## src/rtl/inst_fetch_mem.sv

```systemverilog
// rtl/inst_fetch_mem.sv - pipelined instruction memory for the fetch stage
// Valid/ready PC request in, instruction word out after LATENCY stages.
module inst_fetch_mem #(
  parameter int                DATA_W   = 32,
  parameter int                DEPTH    = 128,
  parameter int                ADDR_W   = 32,
  parameter int                LATENCY  = 1,
  parameter logic [DATA_W-1:0] NOP_WORD = 32'hE000_0000,
  parameter int                PW       = $clog2(DEPTH)
) (
  input  logic              clk,
  input  logic              rst,
  input  logic              req_valid,
  output logic              req_ready,
  input  logic [ADDR_W-1:0] req_addr,
  input  logic              flush,
  output logic              rsp_valid,
  input  logic              rsp_ready,
  output logic [DATA_W-1:0] rsp_inst,
  output logic [ADDR_W-1:0] rsp_addr,
  output logic              rsp_err,
  input  logic              prog_we,
  input  logic [PW-1:0]     prog_addr,
  input  logic [DATA_W-1:0] prog_data,
  output logic [31:0]       fetch_count
);

  logic [DATA_W-1:0] mem [DEPTH];

  logic              vld_q  [LATENCY];
  logic              vld_d  [LATENCY];
  logic [DATA_W-1:0] inst_q [LATENCY];
  logic [DATA_W-1:0] inst_d [LATENCY];
  logic [ADDR_W-1:0] addr_q [LATENCY];
  logic [ADDR_W-1:0] addr_d [LATENCY];
  logic              err_q  [LATENCY];
  logic              err_d  [LATENCY];
  logic [31:0]       fetch_count_q;
  logic [31:0]       fetch_count_d;

  logic              advance;
  logic              accept;
  logic [ADDR_W-1:0] word_addr;
  logic              req_err;
  logic [DATA_W-1:0] rd_inst;

  assign rsp_valid   = vld_q[LATENCY-1];
  assign rsp_inst    = inst_q[LATENCY-1];
  assign rsp_addr    = addr_q[LATENCY-1];
  assign rsp_err     = err_q[LATENCY-1];
  assign fetch_count = fetch_count_q;

  assign advance   = !vld_q[LATENCY-1] || rsp_ready;
  assign req_ready = advance && !flush && !rst;
  assign accept    = req_valid && req_ready;
  assign word_addr = req_addr >> 2;
  assign req_err   = (req_addr[1:0] != 2'b00) || (word_addr >= ADDR_W'(DEPTH));
  // Combinational read sees the pre-edge array, so a same-cycle write returns old data.
  assign rd_inst   = req_err ? NOP_WORD : mem[word_addr[PW-1:0]];

  always_comb begin
    for (int i = 0; i < LATENCY; i++) begin
      vld_d[i]  = vld_q[i];
      inst_d[i] = inst_q[i];
      addr_d[i] = addr_q[i];
      err_d[i]  = err_q[i];
    end
    if (flush) begin
      for (int i = 0; i < LATENCY; i++) begin
        vld_d[i] = 1'b0;
      end
    end else if (advance) begin
      vld_d[0]  = accept;
      inst_d[0] = rd_inst;
      addr_d[0] = req_addr;
      err_d[0]  = req_err;
      for (int i = 1; i < LATENCY; i++) begin
        vld_d[i]  = vld_q[i-1];
        inst_d[i] = inst_q[i-1];
        addr_d[i] = addr_q[i-1];
        err_d[i]  = err_q[i-1];
      end
    end
  end

  always_comb begin
    fetch_count_d = fetch_count_q;
    if (vld_q[LATENCY-1] && rsp_ready && !flush) begin
      fetch_count_d = fetch_count_q + 32'd1;
    end
  end

  always_ff @(posedge clk or posedge rst) begin
    if (rst) begin
      for (int i = 0; i < LATENCY; i++) begin
        vld_q[i]  <= 1'b0;
        inst_q[i] <= '0;
        addr_q[i] <= '0;
        err_q[i]  <= 1'b0;
      end
      fetch_count_q <= 32'd0;
    end else begin
      for (int i = 0; i < LATENCY; i++) begin
        vld_q[i]  <= vld_d[i];
        inst_q[i] <= inst_d[i];
        addr_q[i] <= addr_d[i];
        err_q[i]  <= err_d[i];
      end
      fetch_count_q <= fetch_count_d;
    end
  end

  // Program store survives reset and accepts writes even while the pipe is stalled.
  always_ff @(posedge clk) begin
    if (prog_we) begin
      mem[prog_addr] <= prog_data;
    end
  end

endmodule

```

## config.mk

```make
export PLATFORM = sky130hd
export DESIGN_NAME = inst_fetch_mem
export DESIGN_NICKNAME = d
export VERILOG_FILES = /design/src/rtl/inst_fetch_mem.sv
export SDC_FILE = /design/constraint.sdc
export NUM_CORES = 2
export LEC_CHECK = 0
export ABC_AREA = 1
export CORE_MARGIN = 3
export CORE_UTILIZATION = 55
export DETAILED_ROUTE_END_ITERATION = 8
export PLACE_DENSITY = 0.68
export SLEW_MARGIN = 20
export SYNTH_ARGS = -nofsm -noshare
export SYNTH_HDL_FRONTEND = slang
export SYNTH_SLANG_ARGS = --single-unit
```

## constraint.sdc

```tcl
create_clock -name clk -period 5.45 [get_ports clk]
set_input_delay 1.09 -clock clk [delete_from_list [all_inputs] [get_ports clk]]
set_output_delay 1.09 -clock clk [all_outputs]
set_load 0.01 [all_outputs]
```

==> Flow_metrics.wiki <==
{| class="wikitable"
! Metric !! Value
|-
| Sequential fraction of design power || a little over half
|-
| Maximum achievable frequency || 0.246 GHz
|-
| Largest vdd supply drop || approximately 0.0003 V
|-
| NetSw || 15.6 mW
|-
| CTS sink count || 4194
|-
| Cell area after technology mapping || 168000 sq um
|-
| Via count of the first global-routing pass || about 110k
|-
| Hold violation count in the final report || 0
|-
| Type of the worst setup path || in -> reg
|-
| Final routed wire length divided by cell count || ~28 microns
|-
| Floorplan die height || approximately 560 microns
|-
| Hold WC Path Type || in -> reg
|-
| CP endpoint kind || register
|-
| Total vias in the final route || between 100k and 150k
|-
| Die width || approximately 560 microns
|-
| Kind of cell adding the most delay to the critical path || simple AND/OR/NAND/NOR gates
|-
| Initial Util || between 50% and 60%
|-
| Insertion delay of the later-clocked pin in the worst-skew pair || 1.01 ns
|-
| Post-synth top flop || sky130_fd_sc_hd__edfxtp_1
|-
| Lkg Pwr || about 65 nW
|-
| Final cell area excluding filler cells || ~190000 sq um
|-
| Final setup violation count || 0
|-
| Post-route total power || a little under 70 mW
|-
| Dpl hpwl || roughly 280 mm
|-
| Cts bufs inserted || ~420
|-
| Synth Register Bits || ~4200
|-
| Post-synth EDFFs || 4096
|-
| Mean instance size in the synthesized netlist || between 10 and 15 sq um
|-
| Worst setup path endpoint || rsp_inst[31]
|-
| Area of the core || 303000 sq um
|-
| Number of DRC markers after the initial detailed-route iteration || about 17000
|-
| Reg-to-reg startpoint || rsp_valid
|-
| Cell count of the worst reg-to-reg path || 6
|-
| Async set or reset register ratio after synthesis || ~2.3%
|-
| Initial antenna violation count || 42
|-
| PnR worst setup slack || about 1.4 ns
|-
| Cell Count, Final, Fillers Out || between 15000 and 20000
|-
| Number of distinct library cells after synthesis || 37
|-
| Worst Path Arrival || 4.88 ns
|-
| RSZ-0062 raised after global routing || no
|-
| Area added between synthesis and finish || 12.4%
|-
| Power per unit of standard cell area || between 300 and 400 nW/um^2
|-
| Minimum period implied by the final worst setup slack || roughly 4.1 ns
|-
| Worst-margin pin slew || around 1.2 ns
|-
| Routed Wire Length || around 510 mm
|-
| Number of max-cap violations || 0
|-
| Htree depth || 5
|-
| Number of placement rows || a little over 200
|-
| Yosys warns || 0
|-
| R2r endpoint || rsp_inst[31]
|-
| RD Place Congestion || approximately 0.90
|-
| Setup slack of the most critical reg-to-reg path || approximately 2.7 ns
|-
| Critical path cell sequence || buf_8 -> inv_16 -> nand2_2 -> o21ai_0 -> nor2_1 -> nand2_1 -> nand3_1 -> nand2_1 -> inv_1 -> nand3_1 -> nand2_1 -> a21oi_1 -> nand2_1
|-
| Fraction of power consumed by the clock network || roughly two fifths
|-
| 1st-pass router iterations || 6
|-
| Die area || approximately 310000 sq um
|-
| Buffer type at the clock tree root || sky130_fd_sc_hd__clkbuf_16
|-
| CP Buf/Inv Count || 3
|-
| Gr usage total || about a third
|-
| Switching power as a share of total power || 22.8%
|-
| Share of the yosys chip area belonging to registers || about 75%
|-
| Sort of element at the start of the critical path || input pin
|-
| P_int || between 50 and 60 mW
|-
| Post-cts hold buffer count || 0
|-
| Outcome || finished, final reports clean
|-
| Setup Buffers After CTS || 0
|-
| Clock edge transition at the registers on the reported setup and hold paths || approximately 0.06 ns
|-
| Pin count of the biggest net entering global routing || between 150 and 200
|-
| TritonCTS clock tree || done
|-
| Share of total power in combinational logic || 6.3%
|-
| Ratio of cells with drive above 1 in the final layout || around 8.4%
|-
| Maximum fanout along the worst path || between 80 and 90
|-
| Worst slack at placement || roughly 0.7 ns
|-
| Final Cycle Share || around 75%
|-
| First-pass GRT wire length || around 730 mm
|-
| Number of fill cells || 22400
|-
| Worst setup path startpoint || req_addr[3]
|-
| Data required time at the worst endpoint || around 6.3 ns
|-
| Post-placement cell area || about 180000 sq um
|-
| Levels on crit path || 13
|-
| Remaining max-slew budget at the tightest pin || 17.8%
|-
| Cts repair resizes || 0
|-
| Aggregate global routing overflow || 0
|-
| Vias per inst || about 6.3
|-
| Number of remaining DRC errors || 0
|-
| Post-layout nets || 13800
|-
| Largest stage delay on the critical path || 0.75 ns
|-
| Setup TNS after final layout || 0 ns
|-
| Clk_skew || around 0.084 ns
|-
| Number of port buffers || approximately 180
|-
| Max Transition Viols Final || 0
|-
| Critical path's slowest cell || sky130_fd_sc_hd__nand2_2
|-
| Placed Cells || roughly 17000
|-
| Top cell by count, worst path || sky130_fd_sc_hd__nand2_1
|-
| Number of instances in the synthesized netlist || 13600
|-
| Deepest clock path buffer count || 4
|-
| Antenna-violating nets left || 0
|-
| IO Count || about 180
|-
| Syn_nets || 13700
|}
-- metrics by stage --
stage	hold slack (ns)	utilization, %
finish	0.450	62.2
global route	0.413	62.2
CTS	0.387	62.2
detailed placement	0.472	57.7
global placement	0.461	57.7
floorplan	0.507	-
-- how the worst min path moves through the flow --
stage          slack, ns            start               to  depth (start not counted)
2_1_floorplan       0.51  fetch_count[31]  fetch_count[31]                          1
5_1_grt             0.41     prog_data[0]       mem[70][0]                          1
3_3_place_gp        0.46  fetch_count[31]  fetch_count[31]                          1
6_report            0.45     prog_data[0]       mem[65][0]                          1
3_5_place_dp        0.47     rsp_addr[26]     rsp_addr[26]                          2
4_1_cts             0.39     prog_data[0]       mem[66][0]                          1
-- layout by cell type (no fill, tap or decap), types with 86 or more instances in the layout --
master and instances:
sky130_fd_sc_hd__edfxtp_1 4096, sky130_fd_sc_hd__nand2_1 3381, sky130_fd_sc_hd__nand3_1 2831, sky130_fd_sc_hd__nor2_1 871
sky130_fd_sc_hd__o21ai_0 501, sky130_fd_sc_hd__clkbuf_16 419, sky130_fd_sc_hd__buf_4 354, sky130_fd_sc_hd__clkdlybuf4s50_1 136
sky130_fd_sc_hd__nor2_4 134, sky130_fd_sc_hd__inv_1 130, sky130_fd_sc_hd__o211ai_1 129, sky130_fd_sc_hd__o21bai_1 120
sky130_fd_sc_hd__clkinv_1 98, sky130_fd_sc_hd__dfrtp_1 98, sky130_fd_sc_hd__clkbuf_1 86
-- area by class of cell --
type | count | area, sq um | area share, %
Clock buffer | 522 | 11000 | 5.85
Inverter | 138 | 568 | 0.301
Timing Repair Buffer | 568 | 5510 | 2.92
Tap cell | 3978 | 4980 | 2.64
Clock inverter | 241 | 2530 | 1.34
Antenna cell | 15 | 37.5 | 0.0199
Sequential cell | 4194 | 125000 | 66.5
Multi-Input combinational cell | 8403 | 38600 | 20.5
-- per-layer routing --
layer | routed length [microns] | GRT usage (%) | vias to the layer above
met5 | 92 | 0 | -
met2 | 224000 | 47.5 | 7867
met1 | 189000 | 45.1 | 55500
li1 | - | - | 49000
met4 | 22300 | 13.0 | 16
met3 | 73900 | 9.60 | 1048
-- power groups by stage --
stage	Sequential, mW	Combinational, mW	Clock [mW]
6_report	35.6	4.27	28.5
5_1_grt	35.6	4.54	30.0
4_1_cts	35.6	4.17	28.7
3_5_place_dp	36.3	4.15	0
3_3_place_gp	36.3	4.07	0
2_1_floorplan	36.3	2.09	0
-- sequential cells by signal (all words and copies together), names as in the netlist --
signal / count
mem: 4096
fetch_count: 32
rsp_addr: 32
rsp_inst: 32
rsp_err: 1
rsp_valid: 1
-- synth_stat cells, types with 28 or more instances --
| cell type | n | area share, % |
|---|---|---|
| sky130_fd_sc_hd__dfrtp_1 | 98 | 1.5 |
| sky130_fd_sc_hd__buf_4 | 55 | 0.25 |
| sky130_fd_sc_hd__buf_2 | 435 | 1.3 |
| sky130_fd_sc_hd__nand3_1 | 2831 | 8.4 |
| sky130_fd_sc_hd__edfxtp_1 | 4096 | 73 |
| sky130_fd_sc_hd__o211ai_1 | 129 | 0.58 |
| sky130_fd_sc_hd__buf_1 | 67 | 0.15 |
| sky130_fd_sc_hd__nor2_1 | 1004 | 2.2 |
| sky130_fd_sc_hd__buf_6 | 28 | 0.19 |
| sky130_fd_sc_hd__a21oi_1 | 77 | 0.23 |
| sky130_fd_sc_hd__nor3_1 | 66 | 0.20 |
| sky130_fd_sc_hd__nand4_1 | 75 | 0.28 |
| sky130_fd_sc_hd__o21bai_1 | 120 | 0.54 |
| sky130_fd_sc_hd__clkbuf_1 | 318 | 0.71 |
| sky130_fd_sc_hd__o21ai_0 | 501 | 1.5 |
| sky130_fd_sc_hd__o21ai_1 | 76 | 0.23 |
| sky130_fd_sc_hd__nand2_1 | 3390 | 7.6 |
| sky130_fd_sc_hd__o22ai_1 | 31 | 0.12 |
| sky130_fd_sc_hd__inv_1 | 132 | 0.30 |
-- cell families (layout without fill, tap and decap cells) --
logic type,count (synthesis),in the layout,synth area share [%]
AND/OR/NAND/NOR,7412,7412,18.9
adder cells (fa/ha/maj),1,1,0.00745
buffers and inverters,1041,1469,2.90
flip-flops,4194,4194,74.7
XOR/XNOR,31,31,0.162
other,0,15,0
AO/OA/AOI/OAI,959,959,3.28
Note: power is estimated with default switching activity, not from simulation.
